**src/rtl/riscv_pkg.sv**
```systemverilog
// Shared RISC-V front-end definitions: data widths, reset PC, NOP encoding,
// PC step and the {addr, inst} entry held in the fetch buffer.
package riscv_pkg;

   localparam int XLEN   = 32;
   localparam int INST_W = 32;

   localparam logic [XLEN-1:0]   RESET_PC_DEFAULT = 32'h0000_0000;
   localparam logic [INST_W-1:0] NOP              = 32'h0000_0013;
   localparam logic [XLEN-1:0]   PC_INC           = 32'd4;

   // One buffered instruction together with the PC it was fetched from.
   typedef struct packed {
      logic [XLEN-1:0]   addr;
      logic [INST_W-1:0] inst;
   } fetch_entry_t;

   // Force an address onto a word boundary.
   function automatic logic [XLEN-1:0] align_word(input logic [XLEN-1:0] a);
      return a & ~(XLEN'(3));
   endfunction

endpackage

```
**src/rtl/fetch_unit_if.sv**
```systemverilog
// Fetch-stage bus: instruction-memory request/response, redirect input and
// the decode-facing output channel. The master modport is the fetch unit's
// view, the slave modport the surrounding memory/decode/execute view.
// Optional: FETCH_MISALIGN_TRAP_EN adds the misalign_fault signal.
interface fetch_unit_if;
   import riscv_pkg::*;

   logic              imem_req_valid;
   logic              imem_req_ready;
   logic [XLEN-1:0]   imem_req_addr;
   logic              imem_resp_valid;
   logic [INST_W-1:0] imem_resp_data;
   logic              redirect_valid;
   logic [XLEN-1:0]   redirect_target;
   logic              out_valid;
   logic              out_ready;
   logic [XLEN-1:0]   out_addr;
   logic [INST_W-1:0] out_inst;
`ifdef FETCH_MISALIGN_TRAP_EN
   logic              misalign_fault;
`endif

   modport master (
      output imem_req_valid, imem_req_addr,
      input  imem_req_ready, imem_resp_valid, imem_resp_data,
      input  redirect_valid, redirect_target,
      output out_valid, out_addr, out_inst,
      input  out_ready
`ifdef FETCH_MISALIGN_TRAP_EN
      , output misalign_fault
`endif
   );

   modport slave (
      input  imem_req_valid, imem_req_addr,
      output imem_req_ready, imem_resp_valid, imem_resp_data,
      output redirect_valid, redirect_target,
      input  out_valid, out_addr, out_inst,
      output out_ready
`ifdef FETCH_MISALIGN_TRAP_EN
      , input misalign_fault
`endif
   );

endinterface

```
**src/rtl/fetch_fifo.sv**
```systemverilog
// Small synchronous FIFO with push, pop, flush and an occupancy count.
// Pop on an empty FIFO is ignored; flush wins over push and pop.
// DEPTH must be a power of two so the pointers wrap naturally.
module fetch_fifo #(
   parameter int DEPTH = 2,
   parameter int WIDTH = 32
) (
   input  logic                   clk,
   input  logic                   rst,
   input  logic                   push,
   input  logic [WIDTH-1:0]       push_data,
   input  logic                   pop,
   input  logic                   flush,
   output logic [WIDTH-1:0]       head,
   output logic [$clog2(DEPTH):0] count
);

   localparam int AW = $clog2(DEPTH);
   localparam int CW = AW + 1;

   logic [WIDTH-1:0] mem [DEPTH];
   logic [AW-1:0]    rd_ptr, wr_ptr;
   logic             full, empty, do_push, do_pop;

   assign empty   = (count == '0);
   assign full    = (count == CW'(DEPTH));
   assign do_pop  = pop && !empty && !flush;
   assign do_push = push && !flush && (!full || do_pop);
   assign head    = mem[rd_ptr];

   // Entry storage.
   // NOTE: the storage array has no reset; the pointers and count alone decide what is valid.
   always_ff @(posedge clk) begin
      if (do_push) mem[wr_ptr] <= push_data;
   end

   // Pointers and occupancy.
   // NOTE: state registers use non-blocking assignments so every flop samples pre-edge values.
   always_ff @(posedge clk or posedge rst) begin
      if (rst) begin
         rd_ptr <= '0;
         wr_ptr <= '0;
         count  <= '0;
      end else if (flush) begin
         rd_ptr <= '0;
         wr_ptr <= '0;
         count  <= '0;
      end else begin
         if (do_push) wr_ptr <= wr_ptr + AW'(1);
         if (do_pop)  rd_ptr <= rd_ptr + AW'(1);
         count <= count + CW'(do_push) - CW'(do_pop);
      end
   end

   // The issue credit rule guarantees space; a push into a full FIFO is a design error.
   fifo_overflow: assert property (@(posedge clk) disable iff (rst)
      !(push && !flush && full && !pop));

endmodule

```
**src/rtl/fetch_unit.sv**
```systemverilog
// Instruction fetch stage: owns the PC, issues word requests to instruction
// memory, pairs in-order responses with their PCs and buffers them for decode.
// Redirects flush everything and discard responses still in flight.
// Optional: FETCH_MISALIGN_TRAP_EN makes a redirect with target[1]=1 raise a
// sticky misalign_fault that halts fetch until rst.
module fetch_unit
   import riscv_pkg::*;
#(
   parameter logic [XLEN-1:0] RESET_PC   = RESET_PC_DEFAULT,
   parameter int              FIFO_DEPTH = 2
) (
   input logic          clk,
   input logic          rst,
   fetch_unit_if.master bus
);

   localparam int CW = $clog2(FIFO_DEPTH) + 1;
   localparam int EW = $bits(fetch_entry_t);

   logic [XLEN-1:0] pc;
   logic [CW-1:0]   outstanding, outstanding_next, kill;
   logic [CW-1:0]   buf_count, aq_count;
   logic [CW:0]     in_use;
   logic [XLEN-1:0] aq_head;
   logic [EW-1:0]   buf_push, buf_head;
   fetch_entry_t    head_entry;
   logic            redirect, halted, credit_ok, req_valid, req_fire;
   logic            resp_fire, drop, resp_keep, out_valid, out_pop;

   assign redirect  = bus.redirect_valid;
   assign resp_fire = bus.imem_resp_valid;
   assign drop      = (kill != '0);
   assign resp_keep = resp_fire && !drop && (aq_count != '0);

   // Requests in flight plus words buffered may never exceed the buffer depth.
   assign in_use    = {1'b0, outstanding} + {1'b0, buf_count};
   assign credit_ok = in_use < (CW+1)'(FIFO_DEPTH);

   assign req_valid = !rst && !redirect && !halted && credit_ok;
   assign req_fire  = req_valid && bus.imem_req_ready;

   assign bus.imem_req_valid = req_valid;
   assign bus.imem_req_addr  = pc;

   // Requests still awaiting a response once this cycle's handshakes complete.
   // NOTE: combinational blocks assign every output on every path, so no latch is inferred.
   always_comb begin
      outstanding_next = outstanding + CW'(req_fire) - CW'(resp_fire);
   end

   // PC advance on request handshake, reload on redirect.
   always_ff @(posedge clk or posedge rst) begin
      if (rst)           pc <= RESET_PC;
      else if (redirect) pc <= align_word(bus.redirect_target);
      else if (req_fire) pc <= pc + PC_INC;
   end

   // Outstanding-request count and the number of stale responses to discard.
   always_ff @(posedge clk or posedge rst) begin
      if (rst) begin
         outstanding <= '0;
         kill        <= '0;
      end else begin
         outstanding <= outstanding_next;
         if (redirect)               kill <= outstanding_next;
         else if (resp_fire && drop) kill <= kill - CW'(1);
      end
   end

`ifdef FETCH_MISALIGN_TRAP_EN
   logic fault;

   // Sticky fault on a redirect to a non-word-aligned target.
   always_ff @(posedge clk or posedge rst) begin
      if (rst)                                      fault <= 1'b0;
      else if (redirect && bus.redirect_target[1]) fault <= 1'b1;
   end

   assign halted             = fault;
   assign bus.misalign_fault = fault;
`else
   assign halted = 1'b0;
`endif

   // Issued PCs, popped in step with kept responses.
   fetch_fifo #(.DEPTH(FIFO_DEPTH), .WIDTH(XLEN)) u_addr_q (
      .clk       (clk),
      .rst       (rst),
      .push      (req_fire),
      .push_data (pc),
      .pop       (resp_keep),
      .flush     (redirect),
      .head      (aq_head),
      .count     (aq_count)
   );

   assign buf_push = {aq_head, bus.imem_resp_data};

   // Instruction buffer presented to decode.
   fetch_fifo #(.DEPTH(FIFO_DEPTH), .WIDTH(EW)) u_inst_buf (
      .clk       (clk),
      .rst       (rst),
      .push      (resp_keep),
      .push_data (buf_push),
      .pop       (out_pop),
      .flush     (redirect),
      .head      (buf_head),
      .count     (buf_count)
   );

   assign head_entry = buf_head;
   assign out_valid  = (buf_count != '0);
   assign out_pop    = out_valid && bus.out_ready && !redirect;

   assign bus.out_valid = out_valid;
   assign bus.out_addr  = out_valid ? head_entry.addr : '0;
   assign bus.out_inst  = out_valid ? head_entry.inst : '0;

endmodule

```
**src/flat_wrapper.sv**
```systemverilog
// flat-port wrapper written by rule: the top's interface ports become plain ports
module fetch_unit_flat import riscv_pkg::*;
#(
   parameter logic [XLEN-1:0] RESET_PC   = RESET_PC_DEFAULT,
   parameter int              FIFO_DEPTH = 2
)
  (clk, rst, bus_imem_req_valid, bus_imem_req_addr, bus_imem_req_ready, bus_imem_resp_valid, bus_imem_resp_data, bus_redirect_valid, bus_redirect_target, bus_out_valid, bus_out_addr, bus_out_inst, bus_out_ready);
  fetch_unit_if bus_i ();
  input logic clk;
  input logic rst;
  output wire logic [$bits(bus_i.imem_req_valid)-1:0] bus_imem_req_valid;
  output wire logic [$bits(bus_i.imem_req_addr)-1:0] bus_imem_req_addr;
  input wire logic [$bits(bus_i.imem_req_ready)-1:0] bus_imem_req_ready;
  input wire logic [$bits(bus_i.imem_resp_valid)-1:0] bus_imem_resp_valid;
  input wire logic [$bits(bus_i.imem_resp_data)-1:0] bus_imem_resp_data;
  input wire logic [$bits(bus_i.redirect_valid)-1:0] bus_redirect_valid;
  input wire logic [$bits(bus_i.redirect_target)-1:0] bus_redirect_target;
  output wire logic [$bits(bus_i.out_valid)-1:0] bus_out_valid;
  output wire logic [$bits(bus_i.out_addr)-1:0] bus_out_addr;
  output wire logic [$bits(bus_i.out_inst)-1:0] bus_out_inst;
  input wire logic [$bits(bus_i.out_ready)-1:0] bus_out_ready;
  assign bus_imem_req_valid = bus_i.imem_req_valid;
  assign bus_imem_req_addr = bus_i.imem_req_addr;
  assign bus_i.imem_req_ready = bus_imem_req_ready;
  assign bus_i.imem_resp_valid = bus_imem_resp_valid;
  assign bus_i.imem_resp_data = bus_imem_resp_data;
  assign bus_i.redirect_valid = bus_redirect_valid;
  assign bus_i.redirect_target = bus_redirect_target;
  assign bus_out_valid = bus_i.out_valid;
  assign bus_out_addr = bus_i.out_addr;
  assign bus_out_inst = bus_i.out_inst;
  assign bus_i.out_ready = bus_out_ready;
  fetch_unit #(.RESET_PC(RESET_PC), .FIFO_DEPTH(FIFO_DEPTH)) u_core (.clk(clk), .rst(rst), .bus(bus_i));
endmodule
```
**config.mk**
```make
export PLATFORM = sky130hd
export DESIGN_NAME = fetch_unit_flat
export DESIGN_NICKNAME = d
export VERILOG_FILES = /design/src/rtl/riscv_pkg.sv /design/src/rtl/fetch_unit_if.sv /design/src/rtl/fetch_fifo.sv /design/src/rtl/fetch_unit.sv /design/src/flat_wrapper.sv
export SDC_FILE = /design/constraint.sdc
export NUM_CORES = 1
export LEC_CHECK = 0
export BUFFER_PORTS_ARGS = -buffer_cell sky130_fd_sc_hd__buf_4
export CORE_AREA = 5 5 147 149
export CTS_CLUSTER_SIZE = 30
export DETAILED_ROUTE_END_ITERATION = 8
export DIE_AREA = 0 0 152 154
export GPL_ROUTABILITY_DRIVEN = 1
export GPL_TIMING_DRIVEN = 0
export HOLD_SLACK_MARGIN = 0.12
export PLACE_DENSITY = 0.72
export SYNTH_ARGS = -nofsm -noshare
export SYNTH_HDL_FRONTEND = slang
export SYNTH_HIERARCHICAL = 1
export SYNTH_SLANG_ARGS = --single-unit
```
**constraint.sdc**
```tcl
create_clock -name clk -period 5.1 [get_ports clk]
set_input_delay 0.255 -clock clk [delete_from_list [all_inputs] [get_ports clk]]
set_output_delay 0.255 -clock clk [all_outputs]
set_load 0.02 [all_outputs]
```
==> out/results.ini, run 1 <==
[outcome]
status=finished, final reports clean

[synthesis]
netlist_area_mm2=0.00993
ys.flop_type=edfxtp_1
avgSynthCellArea_um2=15.4
synth_edf_count=192
yosysUniqueCellTypes=53
synth_seq_cells=234
synth-seq-area-share_pct=68.7
ys_warn_count=6
syn_inst=646
async_flop_share_pct=17.9

[worst_setup_path]
cp_data_arrival_time_ps=3610
cp_max_fo=33
worstSetupPathType=in -> reg
worst_ep_required_time_ps=5300
end_kind=flop
critPathLaunchType=input port

[floorplan]
dieArea_mm2=0.0234
rows=52
die_y_um=154
start_util_pct=49.5
ios=168
die_w_um=152
coreArea_mm2=0.0200

[power_and_ir_drop]
leakage_nw=5.13
power_frac_seq_pct=50.9
swShare_pct=22.4
p_clk_share_pct=40.2
power_mw=4.34
power_frac_comb_pct=8.9
p_per_area_mw_per_mm2=331
p_int_mw=3.37
ir_worst_vdd_v=0.000317
switching_power_uw=972

[routing]
route.detailed.drc=0
wire_per_inst_um=19.6
wirelength_um=23400
vias=6387
dr.pass1.iters=5
post_drt_via_cell_ratio=5.33
drtIter0Drc=496
ant_nets=0

[layout]
antennaDiodeCount=0
final_cell_mix=192 x edfxtp_1, 171 x buf_4, 96 x mux2_2
fin_nets=989
final_common_cell=edfxtp_1
ff_latch_area_mm2=0.00682
drive_above_1_share_pct=37.1
postLayoutCellArea_mm2=0.0131
syn2layout_area_growth_pct=32.0
n_fill_cell=1414
multiInputGateArea_mm2=0.00292

[min_path]
hp-class=in -> reg

[global_routing]
met1_usage_pct=24.4
grt_overflow=0
antenna_found_initial=1
grt.total_usage_pct=19.5
grt_pass1_vias=6781
grt_start_max_net_pins=35
met3_usage_pct=4.47
met2_usage_pct=34.3
busiest_layer=met2
grt_pass1_wl_um=36700

[timing]
worst_slew_pin_slew_ps=828
setup_tns_ps=0
hold_slack_ps=141
fin_skew_ps=7.26
finalWorstSetupSlack_ps=1700
slew_viol_final=0
slew_headroom_pct=44.8
setup_viol=0
finalCritPeriodShare_pct=66.8
max_freq_ghz=0.294
rsz0062_at_grt=false
fin_crit_ps=3400
hold_viol=0

[flow_run]
maxCapViolations=0

[cts]
cts_setup_buffers=0
clk_latency_ps=510
cts_buffer_depth=3
cts_sinks=234
htreeDepth=1
cts_made_buffers=24
clockRootBuffer=clkbuf_16
clk_pin_slew_ps=60
cts_tree=built

[placed_design]
place_area_mm2=0.0117
io_buffers=163
pre_cts_ws_ps=1760
gp_congestion=0.839
dp_hpwl_um=15900

==> state kept, by name (all words and copies together), names as in the netlist <==
signal	cells
u_core/u_inst_buf/wr_ptr	1
u_core/u_inst_buf/mem	128
u_core/u_addr_q/wr_ptr	1
u_core/bus.imem_req_addr	30
u_core/kill	2
u_core/u_inst_buf/count	2
u_core/u_inst_buf/rd_ptr	1
u_core/u_addr_q/rd_ptr	1
u_core/outstanding	2
u_core/u_addr_q/mem	64
u_core/u_addr_q/count	2
==> worst paths after layout <==
kind	from	end	slack, ps	cells after the start
hold reg to reg	u_core/outstanding[0]	u_core/outstanding[0]	540	1
max in group asynchronous	rst	u_core/bus.imem_req_addr[12]	4120	3
setup reg to reg	u_core/u_inst_buf/count[0]	u_core/u_addr_q/mem[0][25]	1760	10
setup / recovery	bus_redirect_valid	u_core/u_inst_buf/mem[0][19]	1700	11
min in group asynchronous	rst	u_core/u_inst_buf/wr_ptr	220	3
hold / removal	bus_imem_resp_valid	u_core/outstanding[1]	140	3
==> per-layer routing <==
metal | share of wire (%) | vias up
li1 | - | 2945
met1 | 39 | 3124
met2 | 51 | 277
met3 | 7.7 | 39
met4 | 2.0 | 2
met5 | 0.055 | -
==> critical path, stage by stage <==
cell           delay, ps
dlygate4sd3_1        530
buf_4                200
clkbuf_1             290
inv_1                260
clkbuf_1             530
and3_1               270
or3b_1               150
nand3b_1             250
nor2_4               340
buf_12               260
buf_12               250
==> layout make-up <==
class / count / share of cell area, %
inverters: 15 / 0.439
plain buffers: 32 / 1.37
well taps: 270 / 2.58
clock inverters: 12 / 0.964
multi-input cells: 370 / 22.3
flip-flops and latches: 234 / 52.0
clock buffers: 32 / 5.20
repair buffers: 233 / 15.1
==> synthesized netlist by cell type (all sizes together), types with 2 or more instances <==
library cell	n	area (um2)
o311ai	10	95.1
edfxtp	192	5770
nor3	2	10.0
a32oi	2	17.5
nand2	39	161
nor2	18	67.6
nand4	10	68.8
dfrtp	42	1050
ha	8	100
nand2b	3	18.8
mux2	96	1080
nand4b	2	17.5
a221o	4	40.0
and4	2	17.5
a211oi	2	25.0
a21oi	4	20.0
and3	8	50.1
xor2	6	52.6
or3b	2	17.5
o21bai	2	22.5
a31oi	3	18.8
nand3b	2	15.0
clkbuf	14	52.6
nor4	2	42.5
nand3	16	97.6
xnor2	5	43.8
and2	67	419
buf	18	126
a21o	5	37.5
inv	14	52.6
mux2i	5	50.1
nor2b	3	18.8
o21ai	18	90.1
o211ai	11	87.6
==> what timing repair did <==
action / 4_1_cts / 5_1_grt
hold buffers: 64 / 0
hold endpoints to repair: 108 / 0
resized for setup: 0 / 0
setup endpoints to repair: 0 / 0
==> power groups by stage <==
stage | clock network, mW | logic, mW | registers [mW]
finish | 1.74 | 0.388 | 2.21
floorplan | 0 | 0.158 | 2.25
global placement | 0 | 0.325 | 2.24
detailed placement | 0 | 0.345 | 2.25
global route | 1.87 | 0.420 | 2.22
CTS | 1.78 | 0.388 | 2.21
==> kinds of logic after synthesis <==
family                   Yosys count  share of synthesized area [%]
multiplexers                     101                           11.4
XOR/XNOR                          11                          0.970
buffers and inverters             47                           2.38
other                              1                         0.0378
AO/OA/AOI/OAI                     65                           4.92
adder cells (fa/ha/maj)            9                           1.21
AND/OR/NAND/NOR                  178                           10.4
flip-flops                       234                           68.7
==> through the flow <==
stage          util, %  instances
6_report          65.4       1198
5_1_grt           65.4       1198
4_1_cts           65.4       1198
3_5_place_dp      58.2       1090
3_3_place_gp      57.4       1084
2_1_floorplan        -        651
(Power assumes the default switching activity.)
==> inputs of run 2 (changes only) <==
--- a/config.mk
+++ b/config.mk
@@ -5,15 +5,16 @@
 export SDC_FILE = /design/constraint.sdc
 export NUM_CORES = 1
 export LEC_CHECK = 0
+export ABC_AREA = 1
 export BUFFER_PORTS_ARGS = -buffer_cell sky130_fd_sc_hd__buf_4
-export CORE_AREA = 5 5 147 149
+export CORE_AREA = 5 5 152 154
 export CTS_CLUSTER_SIZE = 30
 export DETAILED_ROUTE_END_ITERATION = 8
-export DIE_AREA = 0 0 152 154
+export DIE_AREA = 0 0 157 159
 export GPL_ROUTABILITY_DRIVEN = 1
 export GPL_TIMING_DRIVEN = 0
 export HOLD_SLACK_MARGIN = 0.12
-export PLACE_DENSITY = 0.72
+export PLACE_DENSITY = 0.74
 export SYNTH_ARGS = -nofsm -noshare
 export SYNTH_HDL_FRONTEND = slang
 export SYNTH_HIERARCHICAL = 1
==> constraint.sdc (replaced) <==
create_clock -name clk -period 2.97 [get_ports clk]
set_input_delay 0.1485 -clock clk [delete_from_list [all_inputs] [get_ports clk]]
set_output_delay 0.1485 -clock clk [all_outputs]
set_load 0.02 [all_outputs]
==> out/results.ini, run 2 <==
[outcome]
status=finished, final reports clean  ; unchanged

[worst_setup_path]
crit_chain=nand2_1, inv_1, fa_1, nor2_4, nand4_4, inv_6, inv_1, nor2_1, nand2_2, ha_1, inv_1, ha_1, a21oi_1, nor2_1  ; was dlygate4sd3_1, buf_4, clkbuf_1, inv_1, clkbuf_1, and3_1, or3b_1, nand3b_1, nor2_4, buf_12, buf_12
cp.depth=14  ; was 11
critPathLaunchType=flop  ; was input port
r2r_end=u_core/u_addr_q/count[1]  ; was u_core/u_addr_q/mem[0][25]
worstSetupPathType=reg -> reg  ; was in -> reg
worst_ep_required_time_ps=3370  ; was 5300 ps
crit_start=u_core/u_inst_buf/count[0]  ; was bus_redirect_valid
crit_top_cell=inv_1
cp_max_fo=19  ; was 33
crit_buf_inv=4  ; was 7
crit_path_end=u_core/u_addr_q/count[1]  ; was u_core/u_inst_buf/mem[0][19]
cp_data_arrival_time_ps=3220  ; was 3610 ps
crit_slowest_cell=fa_1  ; was dlygate4sd3_1
end_kind=flop  ; unchanged
critical_path.top_delay_family=adder cells  ; was buffers and inverters
critPathMaxStageDelay_ps=500  ; was 530 ps
reg2regPathDepth=14  ; was 10
r2r_slack_ps=150  ; was 1760 ps
r2r-start=u_core/u_inst_buf/count[0]  ; unchanged

[layout]
drive_above_1_share_pct=19.3  ; was 37.1%
syn2layout_area_growth_pct=31.1  ; was 32.0%
final_cells=1671  ; was 1198
fin_nets=1454  ; was 989
largest-register=u_core/u_inst_buf/mem  ; unchanged
largest_register_ffs=128  ; unchanged
final_common_cell=nand2_1  ; was edfxtp_1
n_fill_cell=1643  ; was 1414
final_cell_mix=439 x nand2_1, 192 x edfxtp_1, 181 x buf_4  ; was 192 x edfxtp_1, 171 x buf_4, 96 x mux2_2
antennaDiodeCount=0  ; unchanged

[cts]
cts_buffer_depth=3  ; unchanged
cts_made_buffers=24  ; unchanged
htreeDepth=1  ; unchanged
clockRootBuffer=clkbuf_16  ; unchanged
cts_sinks=234  ; unchanged
clk_pin_slew_ps=60  ; about the same
clk_latency_ps=510  ; about the same
cts_tree=built  ; unchanged

[routing]
route.detailed.drc=0  ; unchanged
wire_per_inst_um=14.3  ; was 19.6 um
wirelength_um=23900  ; was 23400 um
ant_nets=0  ; unchanged
post_drt_via_cell_ratio=4.76  ; was 5.33
drtIter0Drc=441  ; was 496
dr.pass1.iters=5  ; unchanged
vias=7955  ; was 6387

[synthesis]
yosys-top-cells-area=edfxtp_1 55%, nand2_1 16%, dfrtp_1 10%, inv_1 4.7%, nor2_1 4.2%  ; was edfxtp_1 58%, mux2_2 11%, dfrtp_1 11%, and2_1 4.2%, nand2_1 1.4%
ys_top_cells_by_count=440 x nand2_1, 192 x edfxtp_1, 132 x inv_1  ; was 192 x edfxtp_1, 96 x mux2_2, 67 x and2_1
muxShareOfSynthArea_pct=0  ; was 11.4%
synth_edf_count=192  ; unchanged
synth.top_cell.area_share_pct=54.6  ; was 58.1%
synth-xor-area-share_pct=0.829  ; was 0.971%
synth_seq_cells=234  ; unchanged
synth_most_common_cell=nand2_1  ; was edfxtp_1
synth-seq-area-share_pct=64.5  ; was 68.7%
syn_inst=1097  ; was 646
synth_compound_area_share_pct=1.54  ; was 4.92%
yosysUniqueCellTypes=34  ; was 53
yosys.area_share.simple_pct=24.3  ; was 10.4%
yosysTopAreaCell=edfxtp_1  ; unchanged
netlist_area_mm2=0.0106  ; was 0.00993 mm2
async_flop_share_pct=17.9  ; unchanged
ys_warn_count=6  ; unchanged
avgSynthCellArea_um2=9.63  ; was 15.4 um2
synthAdderAreaFrac_pct=1.14  ; was 1.21%
ys.flop_type=edfxtp_1  ; unchanged
synth_top_family_by_area=simple AND/OR/NAND/NOR gates  ; was multiplexers

[global_routing]
grt_overflow=0  ; unchanged
grt_start_max_net_pins=34  ; was 35
met1_usage_pct=25.0  ; was 24.4%
met2_usage_pct=31.9  ; was 34.3%
grt_pass1_vias=7548  ; was 6781
met3_usage_pct=2.85  ; was 4.47%
antenna_found_initial=0  ; was 1
busiest_layer=met2  ; unchanged
grt_pass1_wl_um=37900  ; was 36700 um
grt.total_usage_pct=18.7  ; was 19.5%

[timing]
slew_viol_final=0  ; unchanged
finalCritPeriodShare_pct=95.1
setup_viol=0  ; unchanged
fin_crit_ps=2820
hold_slack_ps=126  ; was 141 ps
setup_tns_ps=0  ; unchanged
slew_headroom_pct=49.3  ; was 44.8%
rsz0062_at_grt=false  ; unchanged
hold_viol=0  ; unchanged
fin_skew_ps=11.0  ; was 7.26 ps
max_freq_ghz=0.354
worst_slew_pin_slew_ps=759  ; was 828 ps

[power_and_ir_drop]
ir_worst_vdd_v=0.000384  ; was 0.000317 V
leakage_nw=6.25  ; was 5.13 nW
p_per_area_mw_per_mm2=537  ; was 331 mW/mm2

[placed_design]
dp_hpwl_um=16200  ; was 15900 um
gp_congestion=0.833  ; was 0.839
place_inst=1549  ; was 1090
io_buffers=163  ; unchanged

[floorplan]
die_w_um=157  ; was 152 um
die_y_um=159  ; was 154 um
ios=168  ; unchanged
start_util_pct=49.0  ; was 49.5%
coreArea_mm2=0.0216  ; was 0.0200 mm2
dieArea_mm2=0.0250  ; was 0.0234 mm2
rows=54  ; was 52

[min_path]
hp-class=in -> reg  ; unchanged
whs_path_depth=5  ; was 3

[flow_run]
maxCapViolations=0  ; unchanged

-- run 2: changes by cell type after synthesis, moves of 13 or more --
cell and change:
mux2_2 -96, inv_1 +118, nand2_1 +403, and2_1 -65
nand2_2 +13, nor2_1 +101, nand3_1 +40
-- run 2: report_power, final --
part | total (mW) | switching [mW] | leakage [nW] | internal [mW]
clock network | 2.78 | 1.17 | 0.361 | 1.61
registers | 3.84 | 0.158 | 2.25 | 3.68
logic | 0.813 | 0.435 | 3.63 | 0.378
-- run 2: tightest hold or removal path: cells and delay by family --
family / cells / cell delay [ps]
buffers and inverters: 2 / 210
and+or+nand+nor: 3 / 230
-- run 2: metrics by stage --
step / util (%) / total power, mW / instance area [um2] / setup WS (ps)
global route: 64.3 / 7.76 / 13800 / 16.4
finish: 64.3 / 7.44 / 13800 / 146
detailed placement: 56.9 / 4.60 / 12300 / -524
global placement: 56.5 / 4.57 / 12200 / -704
CTS: 64.1 / 7.48 / 13800 / 41.3
floorplan: - / 4.28 / 10600 / 123
-- run 2: layout make-up --
type / count / area, um2 / area share (%)
tap: 280 / 350 / 2.53
timing repair buffer: 246 / 2140 / 15.4
buffer: 36 / 270 / 1.95
inverter: 137 / 531 / 3.83
clock buffer: 27 / 633 / 4.57
clock inverter: 15 / 100 / 0.723
multi-input combinational: 695 / 3000 / 21.7
timing repair inverter: 1 / 7.51 / 0.0542
sequential: 234 / 6820 / 49.2
-- run 2: metal layers --
layer  routed length (um)  up-vias
met5                    0        -
met4                  600        0
met3                 1600       47
met2                11700      276
met1                10000     3623
li1                     -     4009
-- run 2: cells by family (layout without fill, tap and decap cells) --
kind of cell               after synthesis  count (layout)
and+or+nand+nor                        641             642
adders and majority gates                9               9
xor gates and xnor gates                10              10
DFF                                    234             234
other                                    1               6
buffers and inverters                  174             462
AOI/OAI and AO/OA                       28              28
-- run 2: worst min path at each step --
stage,start,end
after detailed placement,rst,u_core/u_addr_q/count[0]
final,bus_imem_req_ready,u_core/bus.imem_req_addr[11]
after global placement,rst,u_core/u_addr_q/count[0]
after floorplan,rst,u_core/u_addr_q/count[0]
after global routing,bus_imem_req_ready,u_core/bus.imem_req_addr[11]
after CTS,bus_imem_req_ready,u_core/bus.imem_req_addr[16]
-- run 2: what timing repair did --
item / 4_1_cts / 5_1_grt
resized for setup: 6 / 2
hold buffers: 71 / 0
endpoints found under the hold margin: 125 / 0
setup endpoints to repair: 66 / 34
gates cloned: 2 / 0
setup buffers: 5 / 3
pin swaps: 1 / 1
